**src/rtl/pc_fetch_ctrl.sv**
```systemverilog
// Program-counter owner and imem fetch-request issuer. Next PC priority is
// trap > redirect > deferred redirect > pc+4; an epoch bit marks each new path.
module pc_fetch_ctrl #(
    parameter int              XLEN         = 32,
    parameter logic [XLEN-1:0] RESET_VECTOR = '0,
    parameter int              CNT_W        = 16
) (
    input  logic             clk,
    input  logic             reset,
    input  logic             stall,
    input  logic             redirect_valid,
    input  logic [XLEN-1:0]  redirect_target,
    input  logic             trap_valid,
    input  logic [XLEN-1:0]  trap_target,
    input  logic             req_ready,
    output logic             req_valid,
    output logic [XLEN-1:0]  req_addr,
    output logic             req_epoch,
    output logic [XLEN-1:0]  pc,
    output logic [XLEN-1:0]  pc_plus4,
    output logic             misalign,
    output logic [XLEN-1:0]  misalign_addr,
    output logic [CNT_W-1:0] fetch_count,
    output logic [1:0]       dbg_state
);

    typedef enum logic [1:0] {
        ST_IDLE  = 2'd0,
        ST_ISSUE = 2'd1,
        ST_HOLD  = 2'd2
    } state_t;

    state_t           r_state;
    logic [XLEN-1:0]  r_pc;
    logic             r_epoch;
    logic             r_pend;
    logic [XLEN-1:0]  r_pend_tgt;
    logic             r_pend_trap;
    logic             r_misalign;
    logic [XLEN-1:0]  r_misalign_addr;
    logic [CNT_W-1:0] r_count;

    state_t           w_state_nxt;
    logic [XLEN-1:0]  w_pc_nxt;
    logic             w_epoch_nxt;
    logic             w_pend_nxt;
    logic [XLEN-1:0]  w_pend_tgt_nxt;
    logic             w_pend_trap_nxt;
    logic             w_mis_nxt;
    logic [XLEN-1:0]  w_mis_addr_nxt;
    logic [CNT_W-1:0] w_count_nxt;

    logic             w_trap_ok;
    logic             w_trap_bad;
    logic             w_redir_ok;
    logic             w_redir_bad;
    logic             w_nonseq;
    logic [XLEN-1:0]  w_pc_plus4;
    logic [XLEN-1:0]  w_sel;

    // A good trap drops any simultaneous redirect, so that redirect is never checked.
    assign w_trap_ok   = trap_valid && (trap_target[1:0] == 2'b00);
    assign w_trap_bad  = trap_valid && (trap_target[1:0] != 2'b00);
    assign w_redir_ok  = redirect_valid && (redirect_target[1:0] == 2'b00) && !w_trap_ok;
    assign w_redir_bad = redirect_valid && (redirect_target[1:0] != 2'b00) && !w_trap_ok;
    assign w_nonseq    = w_trap_ok || w_redir_ok || r_pend;
    assign w_pc_plus4  = r_pc + XLEN'(4);
    assign w_sel       = w_trap_ok  ? trap_target     :
                         w_redir_ok ? redirect_target :
                         r_pend     ? r_pend_tgt      : w_pc_plus4;

    always_comb begin
        w_state_nxt     = r_state;
        w_pc_nxt        = r_pc;
        w_epoch_nxt     = r_epoch;
        w_pend_nxt      = r_pend;
        w_pend_tgt_nxt  = r_pend_tgt;
        w_pend_trap_nxt = r_pend_trap;
        w_mis_nxt       = 1'b0;
        w_mis_addr_nxt  = r_misalign_addr;
        w_count_nxt     = r_count;

        if (r_state != ST_IDLE) begin
            if (w_trap_bad) begin
                w_mis_nxt      = 1'b1;
                w_mis_addr_nxt = trap_target;
            end else if (w_redir_bad) begin
                w_mis_nxt      = 1'b1;
                w_mis_addr_nxt = redirect_target;
            end
        end

        case (r_state)
            ST_IDLE: begin
                w_state_nxt = stall ? ST_HOLD : ST_ISSUE;
            end
            ST_ISSUE: begin
                if (req_ready) begin
                    w_pc_nxt        = w_sel;
                    w_count_nxt     = r_count + CNT_W'(1);
                    w_epoch_nxt     = r_epoch ^ w_nonseq;
                    w_pend_nxt      = 1'b0;
                    w_pend_trap_nxt = 1'b0;
                    w_state_nxt     = stall ? ST_HOLD : ST_ISSUE;
                end else if (w_trap_ok) begin
                    w_pend_nxt      = 1'b1;
                    w_pend_tgt_nxt  = trap_target;
                    w_pend_trap_nxt = 1'b1;
                end else if (w_redir_ok && !(r_pend && r_pend_trap)) begin
                    w_pend_nxt      = 1'b1;
                    w_pend_tgt_nxt  = redirect_target;
                    w_pend_trap_nxt = 1'b0;
                end
            end
            ST_HOLD: begin
                if (w_trap_ok || w_redir_ok) begin
                    w_pc_nxt    = w_trap_ok ? trap_target : redirect_target;
                    w_epoch_nxt = ~r_epoch;
                end
                if (!stall) begin
                    w_state_nxt = ST_ISSUE;
                end
            end
            default: begin
                w_state_nxt = ST_IDLE;
            end
        endcase
    end

    always_ff @(posedge clk) begin
        if (!reset) begin
            r_state         <= ST_IDLE;
            r_pc            <= RESET_VECTOR;
            r_epoch         <= 1'b0;
            r_pend          <= 1'b0;
            r_pend_tgt      <= '0;
            r_pend_trap     <= 1'b0;
            r_misalign      <= 1'b0;
            r_misalign_addr <= '0;
            r_count         <= '0;
        end else begin
            r_state         <= w_state_nxt;
            r_pc            <= w_pc_nxt;
            r_epoch         <= w_epoch_nxt;
            r_pend          <= w_pend_nxt;
            r_pend_tgt      <= w_pend_tgt_nxt;
            r_pend_trap     <= w_pend_trap_nxt;
            r_misalign      <= w_mis_nxt;
            r_misalign_addr <= w_mis_addr_nxt;
            r_count         <= w_count_nxt;
        end
    end

    // Valid/ready: req_valid, once high, keeps req_addr/req_epoch stable until
    // the cycle with req_valid && req_ready; stall never withdraws it.
    assign req_valid     = (r_state == ST_ISSUE);
    assign req_addr      = r_pc;
    assign req_epoch     = r_epoch;
    assign pc            = r_pc;
    assign pc_plus4      = w_pc_plus4;
    assign misalign      = r_misalign;
    assign misalign_addr = r_misalign_addr;
    assign fetch_count   = r_count;
    assign dbg_state     = r_state;

endmodule

```
**config.mk**
```make
export PLATFORM = sky130hd
export DESIGN_NAME = pc_fetch_ctrl
export DESIGN_NICKNAME = d
export VERILOG_FILES = /design/src/rtl/pc_fetch_ctrl.sv
export SDC_FILE = /design/constraint.sdc
export NUM_CORES = 1
export LEC_CHECK = 0
export CORE_ASPECT_RATIO = 1.1
export CORE_MARGIN = 5
export CORE_UTILIZATION = 38
export CTS_BUF_LIST = sky130_fd_sc_hd__clkbuf_8
export CTS_CLUSTER_SIZE = 28
export DETAILED_ROUTE_END_ITERATION = 16
export PLACE_DENSITY = 0.79
export SLEW_MARGIN = 5
export SYNTH_ARGS = -nofsm -noshare
export SYNTH_HDL_FRONTEND = slang
export SYNTH_SLANG_ARGS = --single-unit
```
**constraint.sdc**
```tcl
create_clock -name clk -period 6.5 [get_ports clk]
set_clock_uncertainty 0.1 [all_clocks]
set_input_delay 0.65 -clock clk [delete_from_list [all_inputs] [get_ports clk]]
set_output_delay 0.65 -clock clk [all_outputs]
set_load 0.02 [all_outputs]
```
* Yosys cells after proc, flatten, opt, wreduce, memory -nomap -nowiden
Index checks and enable logic that the tools add are counted.
Storage, ports and cells: register bits 118, input bits 70, output and inout bits 149, word-level logic and storage cells 74
Operators by class: add/subtract/negate cells 2, eq/ne operators 5, mux-type cells 26, bitwise logic cells 3, reductions and logical operators 29
Operators with widths (count):
- $mux 32 | 10
- $pmux 32 s2 | 1
- $add 32x3->32 const B | 1
- $add 16x1->16 const B | 1
- $reduce_bool 2->1 | 6
- $mux 1 | 10
- $reduce_and 2->1 | 5
- $logic_and 1x1->1 | 8
- $logic_not 2->1 | 3
- $mux 2 | 3
- $ne 2x2->1 const B | 3
- $pmux 2 s3 | 1
- $reduce_and 3->1 | 2
- $reduce_bool 3->1 | 1
- $eq 2x1->1 const B | 1
- $eq 2x2->1 const B | 1
- $logic_not 1->1 | 2
- $logic_or 1x1->1 | 2
- $not 1->1 | 2
- $pmux 1 s2 | 1
- $xor 1x1->1 | 1

* Logic depth before layout (Yosys ltp)
Gate-level depths: netlist of the first run.
word-level depth 9, mapped depth 8, depth with buffers taken out 7

* Worst setup path before layout of the first run
No wires, ideal clock.
kind reg-to-output, start point reg r_pc[2] (netlist: pc[2]), end point out pc_plus4[28], arrival 2202 ps, setup slack 3548 ps, stages on the path, launching flop included 8, path buffers 1, path through dfxtp_1 -> ha_1 -> nand3_1 -> or4_1 -> buf_2 -> nor4_4 -> nand4_2 -> xnor2_1
Between the ends: word-level cells in the longest chain between the ends 1
Ends and longest elaborated chain:
- start: declaration | RTL line 34 | logic [XLEN-1:0] r_pc;
- start signal: assignment | RTL line 143 | r_pc <= w_pc_nxt;
- $add 32x3->32 | RTL line 67 | assign w_pc_plus4 = r_pc + XLEN'(4);
- end: declaration | RTL line 20 | output logic [XLEN-1:0] pc_plus4,
Every way passes these cells.

* Worst setup path in the final report of the first run
start point reg r_pc[2] (netlist: pc[2]), end point out pc_plus4[29]
Same word-level chain as after synthesis.

==> impl_metrics.yaml, run 1 <==
timing:
  slew_viol_final: 0
  post-route-period-util_pct: 63.6
  hold_violations: 0
  finalSetupViolCount: 0
  slew_headroom_pct: 23.2
  grt_setup_unrepaired: "false"
  fmax_ghz: 0.242
  worst_slew_pin_slew_ns: 1.15
  hold_ws_ns: 0.383
  setup_ws_ns: 2.37
  fin_setup_tns_ns: 0
  min_period_ns: 4.13
routing:
  vias: 6356
  via_per_inst: 5.51
  final_antenna_net_count: 0
  drt_wl_total_mm: 20.8
  drt-wirelength-per-cell_um: 18.1
  drc: 0
  drt_iter0_markers: 497
  dr.pass1.iters: 5
power_and_ir_drop:
  p_sw_mw: 0.552
  combPwrFrac_pct: 23.5
  vdd_ir_drop_max_mv: 0.113
  swShare_pct: 30.5
  clockPowerShare_pct: 32.8
  p_leak_nw: 3.28
  powerDensity_nw_per_um2: 205
  p_int_mw: 1.26
  power_frac_seq_pct: 43.8
floorplanning:
  placementRows: 49
  io_pins: 219
  core_um2: 16500
  die_x_um: 134
  start_util_pct: 38.9
  die_height_um: 146
  dieArea_um2: 19600
synth:
  synth_enable_flop_cells: 0
  synth-seq-area-share_pct: 36.9
  syn_inst: 780
  ys_warn_count: 0
  synth_flop_cell: "dfxtp_1"
  synth_area_um2: 6410
  async_reset_ff_share_pct: 0
  yosys.cell_types.count: 55
  avgSynthCellArea_um2: 8.22
  synth_seq_cells: 118
  syn_nets: 852
global_route:
  overflow: 0
  first_global_vias: 6087
  antenna_found_initial: 0
  grt_max_degree: 66
  grt_pass1_wl_mm: 32.8
  grt_use_total_pct: 20.9
cts:
  cts_resized: 0
  cts_hold_buffers: 0
  cts-buffers-inserted: 17
  clockBufferDepth: 2
  postCtsSetupBuffers: 0
  tritoncts: "yes"
  cts_htree_levels: 4
  clock_latency_ns: 0.44
  clock_sinks: 118
  clk_pin_slew_ns: 0.06
  clockRootBuffer: "clkbuf_8"
finish:
  final_core_util_pct: 53.5
  num_antenna_cells: 0
  fin_nets: 1010
  drive_above_1_share_pct: 5.80
  area_growth_pct: 37.6
worst_setup_path:
  cp.required_ns: 5.75
  arrival_ns: 3.38
  critical_path_class: "reg -> out"
  r2r_start: "pc[2]"
  worstSetupStartpointType: "flop"
  startpoint: "pc[2]"
  worstPathMaxFanout: 8
  end_kind: "primary output"
job:
  drv_cap: 0
worst_hold_path:
  hp-start: "r_pend_tgt[1]"
  hp-class: "reg -> reg"
placed_design:
  io_buffers: 218
  place_ws_ns: 2.56
  gp_congestion: 0.833
  dp_hpwl_mm: 15.1
run_status:
  status: "finished clean"
==> flip-flops by register name, summed over array words and instances (netlist names) <==
name	count
req_epoch	1
r_pend_tgt	32
pc	32
misalign	1
r_pend_trap	1
misalign_addr	32
fetch_count	16
r_pend	1
dbg_state	2
==> logic make-up after synthesis <==
| logic type | after synthesis | synth area share (%) |
|---|---|---|
| AND/OR/NAND/NOR | 265 | 19.6 |
| AO/OA/AOI/OAI | 195 | 20.2 |
| flip-flops | 118 | 36.9 |
| buffers and inverters | 99 | 7.94 |
| multiplexers | 61 | 9.60 |
| XOR/XNOR | 40 | 5.47 |
| adder cells (fa/ha/maj) | 2 | 0.390 |
==> cell usage after synthesis (11+ instances only) <==
master    instances  area [µm²]
mux2i_1          57         571
xor2_1           17         149
clkbuf_1         41         154
nand2_1          65         244
nand3_1          16        80.1
a211oi_1         54         405
a21oi_1          43         215
nand4_1          12        75.1
buf_4            34         255
dfxtp_1         118        2360
nor3_1           12        60.1
nor2_1          112         420
o21ai_0          38         190
inv_1            11        41.3
xnor2_1          23         201
==> critical path: stages, from the launching register on <==
cell and delay [ns]:
dfxtp_1 0.48, nand4_1 0.27, nor4_2 0.53, nand3_1 0.35
nor3_1 0.50, xor2_1 0.18, clkdlybuf4s50_1 0.63
==> through the flow <==
stage,power [mW],instances,cell area [µm²]
after floorplan,1.04,780,6410
after global placement,1.23,1123,8480
after detailed placement,1.23,1123,8480
after CTS,1.82,1153,8820
after global routing,1.89,1153,8820
final,1.81,1153,8820
==> metal layers <==
layer | track usage [%] | vias to the layer above | wire length (µm)
li1 | - | 3084 | -
met5 | 0 | - | 0
met1 | 24.0 | 3001 | 8110
met4 | 8.64 | 0 | 621
met3 | 5.40 | 35 | 1410
met2 | 36.8 | 236 | 10700
==> final timing paths <==
kind	endpoint	slack, ns	cells past startpoint
setup / recovery	pc_plus4[29]	2.37	6
hold / removal	r_pend_tgt[1]	0.38	1
setup reg to reg	pc[29]	3.87	6
hold reg to reg	r_pend_tgt[1]	0.38	1
==> cell type report <==
cell class | instances | area (µm²)
Clock buffer | 19 | 262
Timing Repair Buffer | 227 | 2250
Inverter | 11 | 42.5
Multi-Input combinational cell | 563 | 3570
Clock inverter | 11 | 73.8
Sequential cell | 118 | 2360
Fill cell | 1556 | 7670
Tap cell | 204 | 255
==> power by group through the flow <==
stage	registers (mW)	logic, mW	clock network, mW
2_1_floorplan	0.839	0.201	0
3_3_place_gp	0.806	0.420	0
3_5_place_dp	0.808	0.425	0
4_1_cts	0.792	0.427	0.606
5_1_grt	0.798	0.454	0.640
6_report	0.792	0.425	0.593
==> cell usage in the layout (no fill, tap or decap), types with 12 or more instances in the layout <==
| cell | Yosys | final |
|---|---|---|
| a21oi_1 | 43 | 42 |
| a211oi_1 | 54 | 54 |
| mux2i_1 | 57 | 57 |
| nor2_1 | 112 | 112 |
| clkbuf_8 | 0 | 19 |
| nand2_1 | 65 | 65 |
| xnor2_1 | 23 | 23 |
| inv_1 | 11 | 17 |
| o21ai_0 | 38 | 38 |
| dfxtp_1 | 118 | 118 |
| nand3_1 | 16 | 16 |
| nand4_1 | 12 | 12 |
| xor2_1 | 17 | 17 |
| clkdlybuf4s50_1 | 0 | 218 |
Power figures use the tool's default switching activity.
==> run 2, diff against run 1 <==
--- a/config.mk
+++ b/config.mk
@@ -11,7 +11,7 @@
 export CTS_BUF_LIST = sky130_fd_sc_hd__clkbuf_8
 export CTS_CLUSTER_SIZE = 28
 export DETAILED_ROUTE_END_ITERATION = 16
-export PLACE_DENSITY = 0.79
+export PLACE_DENSITY = 0.82
 export SLEW_MARGIN = 5
 export SYNTH_ARGS = -nofsm -noshare
 export SYNTH_HDL_FRONTEND = slang
==> constraint.sdc (replaced) <==
create_clock -name clk -period 3.4 [get_ports clk]
set_clock_uncertainty 0.1 [all_clocks]
set_input_delay 0.34 -clock clk [delete_from_list [all_inputs] [get_ports clk]]
set_output_delay 0.34 -clock clk [all_outputs]
set_load 0.02 [all_outputs]
==> run 2 against run 1 <==
  * Total power rose by 100%
  * Global-route usage rose by 0.67 points
  * Combinational power rose by 96%
  * Sequential share of layout area fell by 0.73 points
  * Final area rose by 3.0%
  * Flip-flop and latch count did not move
  * Via count rose by 0.98%
  * Sequential power rose by 91%
==> impl_metrics.yaml, run 2 (synthesis results as in run 1) <==
global_route:
  grt_max_degree: 63
  antenna_found_initial: 0
  grt_pass1_wl_mm: 33.6
  overflow: 0
  first_global_vias: 6313
  grt_use_total_pct: 21.6
placed_design:
  io_buffers: 218
  dp_hpwl_mm: 15.8
  place_ws_ns: 0.217
  gp_congestion: 0.857
  post_dp_cell_area_um2: 8630
routing:
  vias: 6418
  dr.pass1.iters: 5
  drt_wl_total_mm: 21.5
  drt_iter0_markers: 332
  final_antenna_net_count: 0
  drc: 0
  via_per_inst: 5.50
  drt-wirelength-per-cell_um: 18.4
finish:
  final_cell_area_um2: 9080
  fin_nets: 1021
  regArea_um2: 2370
  multi_input_area_um2: 3610
  final_core_util_pct: 55.1
  fillers: 1492
  num_antenna_cells: 0
  final_cell_mix: "211 x clkdlybuf4s50_1, 115 x dfxtp_1, 110 x nor2_1"
  final_common_cell: "clkdlybuf4s50_1"
  drive_above_1_share_pct: 8.63
  area_growth_pct: 41.7
floorplanning:
  start_util_pct: 38.9
  die_x_um: 134
  core_um2: 16500
  io_pins: 219
  placementRows: 49
  die_height_um: 146
  dieArea_um2: 19600
run_status:
  status: "finished clean"
timing:
  setup_ws_ns: 0.148
  slew_headroom_pct: 43.6
  finalSetupViolCount: 0
  fin_setup_tns_ns: 0
  post-route-period-util_pct: 95.6
  fmax_ghz: 0.308
  grt_setup_unrepaired: "false"
  hold_violations: 0
  worst_slew_pin_slew_ns: 0.841
  slew_viol_final: 0
  min_period_ns: 3.25
cts:
  tritoncts: "yes"
  clock_latency_ns: 0.45
  clock_sinks: 118
  clockRootBuffer: "clkbuf_8"
  clk_pin_slew_ns: 0.08
  clockBufferDepth: 2
  cts-buffers-inserted: 17
  cts_htree_levels: 4
power_and_ir_drop:
  powerDensity_nw_per_um2: 402
  p_leak_nw: 3.47
  vdd_ir_drop_max_mv: 0.207
job:
  drv_cap: 0
worst_hold_path:
  hp-class: "in -> reg"
  hp-start: "stall"
  hold_depth: 3
  whs_endpoint: "dbg_state[1]"
worst_setup_path:
  startpoint: "pc[3]"
  r2r_setup_slack_ns: 0.96
  r2r_cells: 7
  worstSetupStartpointType: "flop"
  worstReg2RegEnd: "pc[28]"
  worstPathMaxFanout: 6
  r2r_start: "pc[3]"
  critical_path_class: "reg -> out"
  arrival_ns: 2.81
  cp.required_ns: 2.96
  end_kind: "primary output"
run 2: changes by cell type in the layout (fill, tap and decap cells not counted), sizes merged:
| cell | previous run | this run |
|---|---|---|
| clkbuf | 19 | 20 |
| inv | 17 | 12 |
| dlygate4sd2 | 0 | 3 |
| clkdlybuf4s50 | 218 | 211 |
| buf | 9 | 20 |
| clkinvlp | 1 | 6 |
| dlymetal6s2s | 0 | 4 |
| bufinv | 1 | 2 |
run 2: routing by layer:
| layer | vias up | part of all wire [%] | GRT usage [%] |
|---|---|---|---|
| met2 | 243 | 50 | 37.7 |
| met5 | - | 0 | 0 |
| met4 | 0 | 5.1 | 11.0 |
| met3 | 57 | 6.5 | 6.23 |
| met1 | 3013 | 38 | 23.7 |
| li1 | 3105 | - | - |
run 2: stage by stage:
| step | cells | hold slack [ns] | power [mW] |
|---|---|---|---|
| detailed placement | 1134 | 0.371 | 2.38 |
| global placement | 1134 | 0.364 | 2.37 |
| floorplan | 780 | 0.348 | 1.99 |
| finish | 1166 | 0.359 | 3.65 |
| global route | 1166 | 0.366 | 3.82 |
| CTS | 1166 | 0.334 | 3.68 |
run 2: area by class of cell:
cell class,count,share of cell area (%)
Tap cell,204,2.81
Sequential cell,118,26.1
Inverter,11,0.469
Multi-Input combinational cell,563,39.8
Timing Repair Buffer,238,26.4
Clock buffer,20,3.03
Clock inverter,12,1.41
run 2: worst max-delay path by stage:
stage	end	slack [ns]	depth (start not counted)
2_1_floorplan	pc_plus4[28]	0.76	7
3_3_place_gp	pc_plus4[28]	0.30	7
3_5_place_dp	pc_plus4[28]	0.22	7
4_1_cts	pc_plus4[29]	-0.02	7
5_1_grt	pc_plus4[16]	0.006	6
6_report	pc_plus4[16]	0.15	6
run 2: critical path, cell delays in order, from the launching register on:
cell and delay [ns]:
dfxtp_1 0.42, ha_1 0.24, nand3_1 0.13, or4_4 0.53, nor2_1 0.15, xor2_1 0.21
clkdlybuf4s50_1 0.68
run 2: power by group:
part	switching (mW)	internal, mW	total, mW
Clock	0.603	0.705	1.31
Combinational	0.452	0.383	0.835
Sequential	0.0604	1.45	1.51
run 2: repair_timing:
action / CTS / global route
pin swaps: 0 / 1
endpoints found under the setup margin: 9 / 6
hold buffers: 0 / 0
resized for setup: 7 / 11
setup buffers: 0 / 0
==> run 3, diff against run 2 <==
--- a/config.mk
+++ b/config.mk
@@ -7,11 +7,11 @@
 export LEC_CHECK = 0
 export CORE_ASPECT_RATIO = 1.1
 export CORE_MARGIN = 5
-export CORE_UTILIZATION = 38
+export CORE_UTILIZATION = 43
 export CTS_BUF_LIST = sky130_fd_sc_hd__clkbuf_8
 export CTS_CLUSTER_SIZE = 28
 export DETAILED_ROUTE_END_ITERATION = 16
-export PLACE_DENSITY = 0.82
+export PLACE_DENSITY = 0.89
 export SLEW_MARGIN = 5
 export SYNTH_ARGS = -nofsm -noshare
 export SYNTH_HDL_FRONTEND = slang
==> run 3 against run 2 <==
  * Global-route usage is 2.1 points higher
  * Register-to-register slack about the same
  * Final area rose by 0.36%
  * Via count increased by 2.0%
  * First-iteration DRC count rose by 63%
==> impl_metrics.yaml, run 3 (synthesis results as in run 1) <==
run_status:
  status: "finished clean"
finish:
  fin_nets: 1020
  final_common_cell: "clkdlybuf4s50_1"
  final_cell_area_um2: 9110
  area_growth_pct: 42.2
  drive_above_1_share_pct: 8.43
  fillers: 1242
  num_antenna_cells: 0
  final_cell_mix: "211 x clkdlybuf4s50_1, 117 x dfxtp_1, 110 x nor2_1"
placed_design:
  place_ws_ns: 0.209
  post_dp_cell_area_um2: 8590
  io_buffers: 218
  dp_hpwl_mm: 15.4
  gp_congestion: 0.856
global_route:
  grt_pass1_wl_mm: 33.6
  overflow: 0
  grt_max_degree: 63
  met3_usage_pct: 6.01
  grt_use_total_pct: 23.6
  top_usage_layer: "met2"
  use_met2_pct: 42.9
  use_met1_pct: 26.0
  antenna_found_initial: 0
  first_global_vias: 6433
timing:
  hold_ws_ns: 0.366
  min_period_ns: 3.33
  slew_headroom_pct: 36.6
  finalSetupViolCount: 0
  setup_ws_ns: 0.0699
  post-route-period-util_pct: 97.9
  slew_viol_final: 0
  grt_setup_unrepaired: "true"
  fmax_ghz: 0.300
  hold_violations: 0
  worst_slew_pin_slew_ns: 0.949
worst_setup_path:
  worstSetupStartpointType: "flop"
  critPathBufInv: 1
  end_kind: "primary output"
  crit_slowest_cell: "clkdlybuf4s50_1"
  arrival_ns: 2.89
  worstPathMaxFanout: 6
  critical_path_class: "reg -> out"
  cp.required_ns: 2.96
  cpPeakStageDelay_ns: 0.68
  critPathTopFamily: "simple AND/OR/NAND/NOR gates"
  crit_chain: "ha_1, nand3_1, or4_4, nor3_1, xor2_1, clkdlybuf4s50_1"
floorplanning:
  io_pins: 219
  dieArea_um2: 17500
  placementRows: 46
  core_um2: 14500
  start_util_pct: 44.2
  die_x_um: 126
  die_height_um: 138
cts:
  cts_hold_buffers: 0
  cts_htree_levels: 4
  clk_pin_slew_ns: 0.07
  clockRootBuffer: "clkbuf_8"
  clock_latency_ns: 0.44
  cts-buffers-inserted: 17
  clockBufferDepth: 2
  tritoncts: "yes"
  clock_sinks: 118
power_and_ir_drop:
  p_leak_nw: 3.50
  powerDensity_nw_per_um2: 419
  p_total_mw: 3.82
  vdd_ir_drop_max_mv: 0.237
job:
  drv_cap: 0
routing:
  drc: 0
  drt_wl_total_mm: 21.2
  drt-wirelength-per-cell_um: 18.4
  via_per_inst: 5.68
  dr.pass1.iters: 5
  drt_iter0_markers: 541
  final_antenna_net_count: 0
  vias: 6544
worst_hold_path:
  hp-class: "in -> reg"
==> run 3: power by group <==
group          switching, mW  internal (mW)  leakage (nW)
Sequential            0.0611           1.45         0.962
Combinational          0.457          0.381          2.32
Clock                  0.592          0.876         0.216
Total                   1.11           2.71          3.50
==> run 3: repair_timing <==
action,in CTS,in global routing
hold endpoints to repair,0,0
cloned,0,0
setup buffers,0,2
gates resized for setup,11,5
pin swaps,0,1
setup endpoints to repair,11,5
==> run 3: per-stage QoR <==
| step | std cells | setup TNS (ns) | util [%] |
|---|---|---|---|
| CTS | 1151 | 0 | 62.6 |
| finish | 1153 | 0 | 62.8 |
| detailed placement | 1119 | 0 | 59.2 |
| global route | 1153 | -0.0137 | 62.8 |
| global placement | 1119 | 0 | 59.2 |
| floorplan | 780 | 0 | - |
==> run 3: worst min-delay path, stage by stage <==
cell,delay (ns)
clkdlybuf4s50_1,0.43
nand2_1,0.07
a21oi_1,0.03
==> run 3: worst paths after layout <==
| path | to | cells after the start | slack, ns | start |
|---|---|---|---|---|
| max reg2reg | pc[28] | 7 | 0.97 | pc[3] |
| min reg2reg | r_pend_tgt[0] | 1 | 0.38 | r_pend_tgt[0] |
| min | dbg_state[1] | 3 | 0.37 | stall |
| max | pc_plus4[18] | 6 | 0.07 | pc[3] |
==> run 3: cell type report <==
type | instances | area [µm²] | share of cell area, %
clock buffers | 21 | 289 | 3.17
inverters | 11 | 42.5 | 0.467
well taps | 192 | 240 | 2.64
flip-flops and latches | 118 | 2360 | 25.9
clock inverters | 11 | 171 | 1.88
repair buffers | 237 | 2390 | 26.3
multi-input cells | 563 | 3610 | 39.6
==> run 3: per-layer routing <==
layer	routed length (µm)	share of wire [%]
met1	7960	38
met2	11100	52
met3	1480	7.0
met4	672	3.2
met5	0	0
